**src/rtl/mem_pkg.sv**
```systemverilog
// Shared memory-path definitions: memOp/memSize encodings, the CPU address
// map, the queued store entry layout and the lane formatter used by both the
// store path and the read-side formatter.
package mem_pkg;

  localparam logic [1:0] MEM_DISABLE   = 2'b00;
  localparam logic [1:0] MEM_READ_SEXT = 2'b01;
  localparam logic [1:0] MEM_READ_ZEXT = 2'b10;
  localparam logic [1:0] MEM_WRITE     = 2'b11;

  localparam logic [1:0] BYTE     = 2'b00;
  localparam logic [1:0] HALFWORD = 2'b01;
  localparam logic [1:0] WORD     = 2'b10;

  localparam logic [31:0] CPU_BRAM_START = 32'h0000_0000;
  localparam logic [31:0] CPU_BRAM_END   = 32'h007F_FF00;
  localparam logic [31:0] DIN_REG        = 32'h0200_0000;
  localparam logic [31:0] DOUT_REG       = 32'h0200_0100;

  typedef enum logic {
    TGT_BRAM = 1'b0,
    TGT_DOUT = 1'b1
  } target_e;

  // One queued store: word-aligned address, lane enables, lane data, target.
  typedef struct packed {
    logic [31:0] word_addr;
    logic [3:0]  we;
    logic [31:0] data;
    target_e     target;
  } store_entry_t;

  typedef struct packed {
    logic [3:0]  we;
    logic [31:0] data;
    logic        bad;
  } lane_fmt_t;

  // Byte offset k lives in lane bits [31-8k:24-8k], so lane 3 holds offset 0.
  // bad flags a misaligned access or an illegal size encoding.
  function automatic lane_fmt_t lane_format(input logic [1:0]  size,
                                            input logic [1:0]  off,
                                            input logic [31:0] v);
    lane_fmt_t r;
    r.we   = 4'b0000;
    r.data = 32'h0;
    r.bad  = 1'b0;
    case (size)
      BYTE: begin
        r.we   = 4'b1000 >> off;
        r.data = {4{v[7:0]}};
      end
      HALFWORD: begin
        r.data = {2{v[7:0], v[15:8]}};
        case (off)
          2'b00:   r.we = 4'b1100;
          2'b10:   r.we = 4'b0011;
          default: r.bad = 1'b1;
        endcase
      end
      WORD: begin
        r.data = {v[7:0], v[15:8], v[23:16], v[31:24]};
        if (off == 2'b00) r.we = 4'b1111;
        else              r.bad = 1'b1;
      end
      default: r.bad = 1'b1;
    endcase
    return r;
  endfunction

endpackage

```
**src/rtl/mem_store_unit_if.sv**
```systemverilog
// Store request / BRAM write port bundle for mem_store_unit.
// Handshake: a request transfers on a rising edge where reqValid && reqReady
// are both high; reqValid/addr/memOp/memSize/storeData must stay stable while
// reqValid is high and reqReady is low. memGrant is sampled each cycle and a
// BRAM write happens on every edge where bramEn is high.
interface mem_store_unit_if;
  logic        reqValid;
  logic        reqReady;
  logic [31:0] addr;
  logic [1:0]  memOp;
  logic [1:0]  memSize;
  logic [31:0] storeData;
  logic        memGrant;
  logic        bramEn;
  logic [3:0]  bramWe;
  logic [31:0] bramAddr;
  logic [31:0] bramDin;
  logic [31:0] doutReg;
  logic        pending;
  logic        fault;
  logic [31:0] faultAddr;

  modport master (
    output reqValid, addr, memOp, memSize, storeData, memGrant,
    input  reqReady, bramEn, bramWe, bramAddr, bramDin, doutReg,
           pending, fault, faultAddr
  );

  modport slave (
    input  reqValid, addr, memOp, memSize, storeData, memGrant,
    output reqReady, bramEn, bramWe, bramAddr, bramDin, doutReg,
           pending, fault, faultAddr
  );
endinterface

```
**src/rtl/store_fifo2.sv**
```systemverilog
// Generic 2-deep FIFO with valid/ready on both sides and an occupancy count.
// in_ready depends only on the registered count (no same-cycle pop lookahead).
module store_fifo2 #(
  parameter int W = 8
) (
  input  logic         clk,
  input  logic         rst_n,
  input  logic         in_valid,
  output logic         in_ready,
  input  logic [W-1:0] in_data,
  output logic         out_valid,
  input  logic         out_ready,
  output logic [W-1:0] out_data,
  output logic [1:0]   count
);

  logic [W-1:0] mem_q [2];
  logic         rd_ptr_q;
  logic         wr_ptr_q;
  logic [1:0]   count_q;
  logic [1:0]   count_d;
  logic         push;
  logic         pop;

  assign in_ready  = (count_q != 2'd2);
  assign out_valid = (count_q != 2'd0);
  assign out_data  = mem_q[rd_ptr_q];
  assign count     = count_q;
  assign push      = in_valid && in_ready;
  assign pop       = out_valid && out_ready;

  // Occupancy update from push/pop.
  always_comb begin
    count_d = count_q;
    case ({push, pop})
      2'b10:   count_d = count_q + 2'd1;
      2'b01:   count_d = count_q - 2'd1;
      default: count_d = count_q;
    endcase
  end

  // Storage, pointers and count; reset discards any entries in flight.
  always_ff @(posedge clk or negedge rst_n) begin
    if (!rst_n) begin
      for (int i = 0; i < 2; i++) mem_q[i] <= '0;
      rd_ptr_q <= 1'b0;
      wr_ptr_q <= 1'b0;
      count_q  <= 2'd0;
    end else begin
      if (push) begin
        mem_q[wr_ptr_q] <= in_data;
        wr_ptr_q        <= ~wr_ptr_q;
      end
      if (pop) rd_ptr_q <= ~rd_ptr_q;
      count_q <= count_d;
    end
  end

endmodule

```
**src/rtl/mem_store_unit.sv**
```systemverilog
// Store-side memory unit: formats CPU stores into lane layout, rejects
// misaligned or unmapped stores, and queues up to two stores for the shared
// BRAM write port or the locally owned DOUT register.
module mem_store_unit
  import mem_pkg::*;
(
  input  logic              clk,
  input  logic              reset,
  mem_store_unit_if.slave   bus
);

  localparam int EntryW = $bits(store_entry_t);

  lane_fmt_t    fmt;
  logic         in_bram;
  logic         is_dout;
  logic         bad;
  logic         accept;
  logic         push;
  logic         fifo_ready;
  store_entry_t new_entry;
  logic [EntryW-1:0] head_bits;
  store_entry_t head;
  logic         head_valid;
  logic         head_pop;
  logic [1:0]   count;
  logic         bram_en;
  logic         dout_wr;
  logic         fault_d;
  logic         fault_q;
  logic [31:0]  fault_addr_d;
  logic [31:0]  fault_addr_q;
  logic [31:0]  dout_d;
  logic [31:0]  dout_q;

  // Request decode: lane formatting, address map and accept/fault split.
  // CPU_BRAM_START is zero, so only the upper bound needs a compare.
  always_comb begin
    fmt       = lane_format(bus.memSize, bus.addr[1:0], bus.storeData);
    in_bram   = (bus.addr <= CPU_BRAM_END);
    is_dout   = (bus.addr == DOUT_REG);
    bad       = fmt.bad || (!in_bram && !is_dout);
    accept    = bus.reqValid && fifo_ready && (bus.memOp == MEM_WRITE);
    push      = accept && !bad;
    fault_d   = accept && bad;
    new_entry.word_addr = {bus.addr[31:2], 2'b00};
    new_entry.we        = fmt.we;
    new_entry.data      = fmt.data;
    new_entry.target    = is_dout ? TGT_DOUT : TGT_BRAM;
  end

  store_fifo2 #(.W(EntryW)) u_fifo (
    .clk       (clk),
    .rst_n     (reset),
    .in_valid  (push),
    .in_ready  (fifo_ready),
    .in_data   (new_entry),
    .out_valid (head_valid),
    .out_ready (head_pop),
    .out_data  (head_bits),
    .count     (count)
  );

  // Head drain: BRAM entries wait for the grant, DOUT entries retire at once.
  always_comb begin
    head     = store_entry_t'(head_bits);
    bram_en  = head_valid && (head.target == TGT_BRAM) && bus.memGrant;
    dout_wr  = head_valid && (head.target == TGT_DOUT);
    head_pop = bram_en || dout_wr;
  end

  // Next DOUT contents and fault address.
  always_comb begin
    dout_d = dout_q;
    for (int i = 0; i < 4; i++) begin
      if (dout_wr && head.we[i]) dout_d[8*i +: 8] = head.data[8*i +: 8];
    end
    fault_addr_d = fault_d ? bus.addr : fault_addr_q;
  end

  // DOUT register and fault reporting state.
  always_ff @(posedge clk or negedge reset) begin
    if (!reset) begin
      dout_q       <= 32'h0;
      fault_q      <= 1'b0;
      fault_addr_q <= 32'h0;
    end else begin
      dout_q       <= dout_d;
      fault_q      <= fault_d;
      fault_addr_q <= fault_addr_d;
    end
  end

  assign bus.reqReady  = fifo_ready;
  assign bus.bramEn    = bram_en;
  assign bus.bramWe    = bram_en ? head.we        : 4'b0000;
  assign bus.bramAddr  = bram_en ? head.word_addr : 32'h0;
  assign bus.bramDin   = bram_en ? head.data      : 32'h0;
  assign bus.doutReg   = dout_q;
  assign bus.pending   = (count != 2'd0);
  assign bus.fault     = fault_q;
  assign bus.faultAddr = fault_addr_q;

endmodule

```
**src/flat_wrapper.sv**
```systemverilog
// flat-port wrapper written by rule: the top's interface ports become plain ports
module mem_store_unit_flat import mem_pkg::*;
  (clk, reset, bus_reqValid, bus_addr, bus_memOp, bus_memSize, bus_storeData, bus_memGrant, bus_reqReady, bus_bramEn, bus_bramWe, bus_bramAddr, bus_bramDin, bus_doutReg, bus_pending, bus_fault, bus_faultAddr);
  mem_store_unit_if bus_i ();
  input  logic clk;
  input  logic reset;
  input wire logic [$bits(bus_i.reqValid)-1:0] bus_reqValid;
  input wire logic [$bits(bus_i.addr)-1:0] bus_addr;
  input wire logic [$bits(bus_i.memOp)-1:0] bus_memOp;
  input wire logic [$bits(bus_i.memSize)-1:0] bus_memSize;
  input wire logic [$bits(bus_i.storeData)-1:0] bus_storeData;
  input wire logic [$bits(bus_i.memGrant)-1:0] bus_memGrant;
  output wire logic [$bits(bus_i.reqReady)-1:0] bus_reqReady;
  output wire logic [$bits(bus_i.bramEn)-1:0] bus_bramEn;
  output wire logic [$bits(bus_i.bramWe)-1:0] bus_bramWe;
  output wire logic [$bits(bus_i.bramAddr)-1:0] bus_bramAddr;
  output wire logic [$bits(bus_i.bramDin)-1:0] bus_bramDin;
  output wire logic [$bits(bus_i.doutReg)-1:0] bus_doutReg;
  output wire logic [$bits(bus_i.pending)-1:0] bus_pending;
  output wire logic [$bits(bus_i.fault)-1:0] bus_fault;
  output wire logic [$bits(bus_i.faultAddr)-1:0] bus_faultAddr;
  assign bus_i.reqValid = bus_reqValid;
  assign bus_i.addr = bus_addr;
  assign bus_i.memOp = bus_memOp;
  assign bus_i.memSize = bus_memSize;
  assign bus_i.storeData = bus_storeData;
  assign bus_i.memGrant = bus_memGrant;
  assign bus_reqReady = bus_i.reqReady;
  assign bus_bramEn = bus_i.bramEn;
  assign bus_bramWe = bus_i.bramWe;
  assign bus_bramAddr = bus_i.bramAddr;
  assign bus_bramDin = bus_i.bramDin;
  assign bus_doutReg = bus_i.doutReg;
  assign bus_pending = bus_i.pending;
  assign bus_fault = bus_i.fault;
  assign bus_faultAddr = bus_i.faultAddr;
  mem_store_unit u_core (.clk(clk), .reset(reset), .bus(bus_i));
endmodule
```
**config.mk**
```make
export PLATFORM = sky130hd
export DESIGN_NAME = mem_store_unit_flat
export DESIGN_NICKNAME = d
export VERILOG_FILES = /design/src/rtl/mem_pkg.sv /design/src/rtl/mem_store_unit_if.sv /design/src/rtl/store_fifo2.sv /design/src/rtl/mem_store_unit.sv /design/src/flat_wrapper.sv
export SDC_FILE = /design/constraint.sdc
export NUM_CORES = 1
export LEC_CHECK = 0
export BUFFER_PORTS_ARGS = -buffer_cell sky130_fd_sc_hd__buf_2
export CORE_UTILIZATION = 47
export CTS_CLUSTER_SIZE = 25
export DETAILED_ROUTE_END_ITERATION = 6
export GPL_TIMING_DRIVEN = 0
export PLACE_DENSITY_LB_ADDON = 0.3
export SETUP_SLACK_MARGIN = 0.02
export SLEW_MARGIN = 20
export SYNTH_ARGS = -nofsm -noshare
export SYNTH_HDL_FRONTEND = slang
export SYNTH_HIERARCHICAL = 1
export SYNTH_SLANG_ARGS = --single-unit
```
**constraint.sdc**
```tcl
create_clock -name clk -period 3.6 [get_ports clk]
set_input_delay 0.54 -clock clk [delete_from_list [all_inputs] [get_ports clk]]
set_output_delay 0.54 -clock clk [all_outputs]
set_load 0.1 [all_outputs]
```
==> results.yml <==
status:
  status: "completed"
clock_network:
  cts_htree_levels: 1
  cts_root_buffer: "clkbuf_16"
  clk_latency_ns: 0.50
  cts_sinks: 207
  clk_pin_slew_ns: 0.06
  tritoncts: "done"
  cts_buffers: 23
  cts_buffer_depth: 3
min_path:
  hold_depth: 2
  whs_endpoint: "u_core/u_fifo/mem_q[111]"
  hp-class: "primary input to register"
  worstHoldStart: "bus_addr[5]"
worst_setup_path:
  cp_slowest_stage_delay_ns: 0.44
  critPathLaunchType: "register"
  rr_endpoint: "u_core/bus.doutReg[9]"
  critPathLaunch: "u_core/u_fifo/rd_ptr_q"
  path_cells: "buf_4, mux2_2, clkbuf_1, nor2_4, clkbuf_1, and2_1, buf_4"
  arrival_ns: 2.88
  worstRegToRegCells: 4
  r2r_slack_ns: 1.29
  crit_family: "buffers and inverters"
  critPathBufInv: 4
  path_max_fanout: 10
  r2r-start: "u_core/u_fifo/rd_ptr_q"
  crit_type: "register to output port"
  worst_setup_path_end_kind: "output port"
  crit_required_ns: 3.06
  slowest_stage: "dfrtp_2"
timing:
  timing.final.crit_share: 0.951
  setup_viol: 0
  min_period_ns: 3.42
  finClkSkew_ns: 0.0144
  max_slew_margin: 0.480
  worstMarginPinSlew_ns: 0.773
  max_freq_mhz: 292
  drv_slew: 0
  holdWs_ns: 0.333
  finalHoldViolations: 0
route:
  initialDrtViolationCount: 286
  vias_per_cell: 5.20
  drtAntennaViolNets: 0
  wire_per_inst_um: 19.2
  drt_pass1_iterations: 4
  routed_wl_um: 23700
  drc_errors: 0
  num_vias: 6418
floorplanning:
  dieHeight_um: 147
  die-area_mm2: 0.0217
  coreArea_mm2: 0.0205
  num_rows: 52
  start_util: 0.485
  num_io_pins: 208
  die_w_um: 147
power_and_ir_drop:
  power_leakage_nw: 6.51
  seqPwrFrac: 0.418
  pwr-share-clk: 0.423
  p_sw_frac: 0.289
  internal_power_w: 0.00414
  switching_power_w: 0.00168
  ir_drop_mv: 0.359
  powerDensity_mw_per_mm2: 470
  comb_power_share: 0.159
yosys:
  async_reset_ff_frac: 1.00
  syn_area_mm2: 0.00994
  ys_seq_area_frac: 0.521
  postSynthCellCount: 711
  yosysTopAreaCell: "dfrtp_1"
  yosysUniqueCellTypes: 40
  synth-seq-cells: 207
  yosysWarnings: 6
  synth_top_area_frac: 0.521
  yosys-top-cells-count: "mux2_2, dfrtp_1, and2_1"
  ys_top_cells_by_area: "dfrtp_1, mux2_2, mux2_4"
  synth_edf_count: 0
  syn_area_per_cell_um2: 14.0
  synth.most_common_cell: "mux2_2"
  synthFlopType: "dfrtp_1"
job:
  cap_violations: 0
finish:
  antenna_cells: 0
  final_core_util: 0.605
  drive_gt1_frac: 0.576
  syn_to_final_growth_pct: 24.8
  postLayoutCellArea_mm2: 0.0124
  final_nets: 1022
  nFillCells: 1660
global_route:
  grt_use_total: 0.222
  grt_pass1_wl_um: 37900
  overflow: 0
  grt_antenna_before_repair: 0
  grt_max_degree: 96
  grt_pass1_vias: 6709
place:
  gp_congestion: 0.836
  io_buffers: 205
  place_area_mm2: 0.0114
  hpwl_um: 17100
-- cell usage in the layout, fill, tap and decap left out, types with 3 or more instances in the layout --
master     synthesis  routed
dfrtp_1          207     206
a21o_1            16      16
nor2_1            15      14
mux2_2           222     222
buf_4             10      42
o21ai_0            3       3
a22o_1             5       5
nand4_1            6       6
clkbuf_16          0      23
xnor2_1            3       3
nor4_1             4       4
bufinv_16          0       4
mux2_4            49      49
conb_1             1       4
nor3_1             8       8
clkbuf_2           0       3
nor4_2             3       3
clkbuf_4           0      23
nand3_1            5       5
and2_1            74      74
inv_1              5       5
buf_2              2     147
mux2i_1            9       9
clkbuf_8           0       4
clkbuf_1          21      18
buf_6              8      18
a21oi_1            6       6
nand2_1            8       8
clkinv_2           0       5
-- how the worst max path moves through the flow --
stage	slack, ns	depth (start not counted)	to
floorplan	0.07	7	bus_bramDin[22]
global placement	-1.60	1	u_core/bus.doutReg[14]
detailed placement	-0.77	9	bus_bramDin[18]
CTS	0.007	8	bus_bramDin[12]
global route	-0.002	7	bus_bramDin[9]
finish	0.18	7	bus_bramAddr[8]
-- flip-flops by register name, summed over array words and instances (netlist names) --
name                    cells
u_core/bus.fault            1
u_core/u_fifo/wr_ptr_q      1
u_core/u_fifo/mem_q       138
u_core/u_fifo/rd_ptr_q      1
u_core/u_fifo/count         2
u_core/bus.faultAddr       32
u_core/bus.doutReg         32
-- metal layers --
metal  share of wire  routed length (µm)  track usage  up-vias
li1                -                   -            -     2995
met1            0.46               10900        0.318     3220
met2            0.47               11100        0.355      173
met3           0.056                1330       0.0392       30
met4           0.014                 343       0.0459        0
met5               0                   0            0        -
-- power by group through the flow --
stage | Clock [W] | Sequential [W] | Combinational [W]
after floorplan | 0 | 0.00299 | 0.000180
after global placement | 0 | 0.00247 | 0.000915
after detailed placement | 0 | 0.00248 | 0.000930
after CTS | 0.00251 | 0.00244 | 0.000933
after global routing | 0.00261 | 0.00245 | 0.000967
final | 0.00246 | 0.00244 | 0.000927
-- repair_timing --
action                                  in CTS  in global routing
endpoints found under the setup margin      69                 46
hold buffers                                 1                  0
endpoints found under the hold margin       47                  0
gates resized for setup                     49                 35
pin swaps                                    1                  1
buffers inserted                             1                  2
-- metrics by stage --
stage                     total power, W  setup TNS (ns)  instances  worst slack (ns)
after floorplan                  0.00317               0        714            0.0724
after global placement           0.00339         -356.28       1189             -1.60
after detailed placement         0.00341          -26.13       1191            -0.766
after CTS                        0.00588               0       1232           0.00710
after global routing             0.00602        -0.00187       1234          -0.00187
final                            0.00583               0       1234             0.177
-- logic make-up after synthesis --
family | share of synthesized area
buf+inv | 0.0313
xor+xnor | 0.00441
simple gates | 0.0806
mux | 0.335
other cells | 0.000377
fa+ha+maj | 0.00126
flops | 0.521
compound gates | 0.0262
-- worst register-to-register path, cell delays in order (launching register included) --
cell and delay [ns]:
dfrtp_2 0.44, clkbuf_1 0.50, mux2_2 0.43, nand3_1 0.41, mux2_2 0.41
-- cell type report --
cell class / instances / area, µm² / share of cell area
Sequential cell: 207 / 5180 / 0.418
Multi-Input combinational cell: 458 / 4470 / 0.360
Timing Repair Buffer: 211 / 1310 / 0.105
Clock buffer: 31 / 646 / 0.0520
Tap cell: 270 / 338 / 0.0272
Buffer: 43 / 304 / 0.0245
Clock inverter: 9 / 145 / 0.0117
Inverter: 5 / 18.8 / 0.00151
Power figures use the tool's default switching activity.
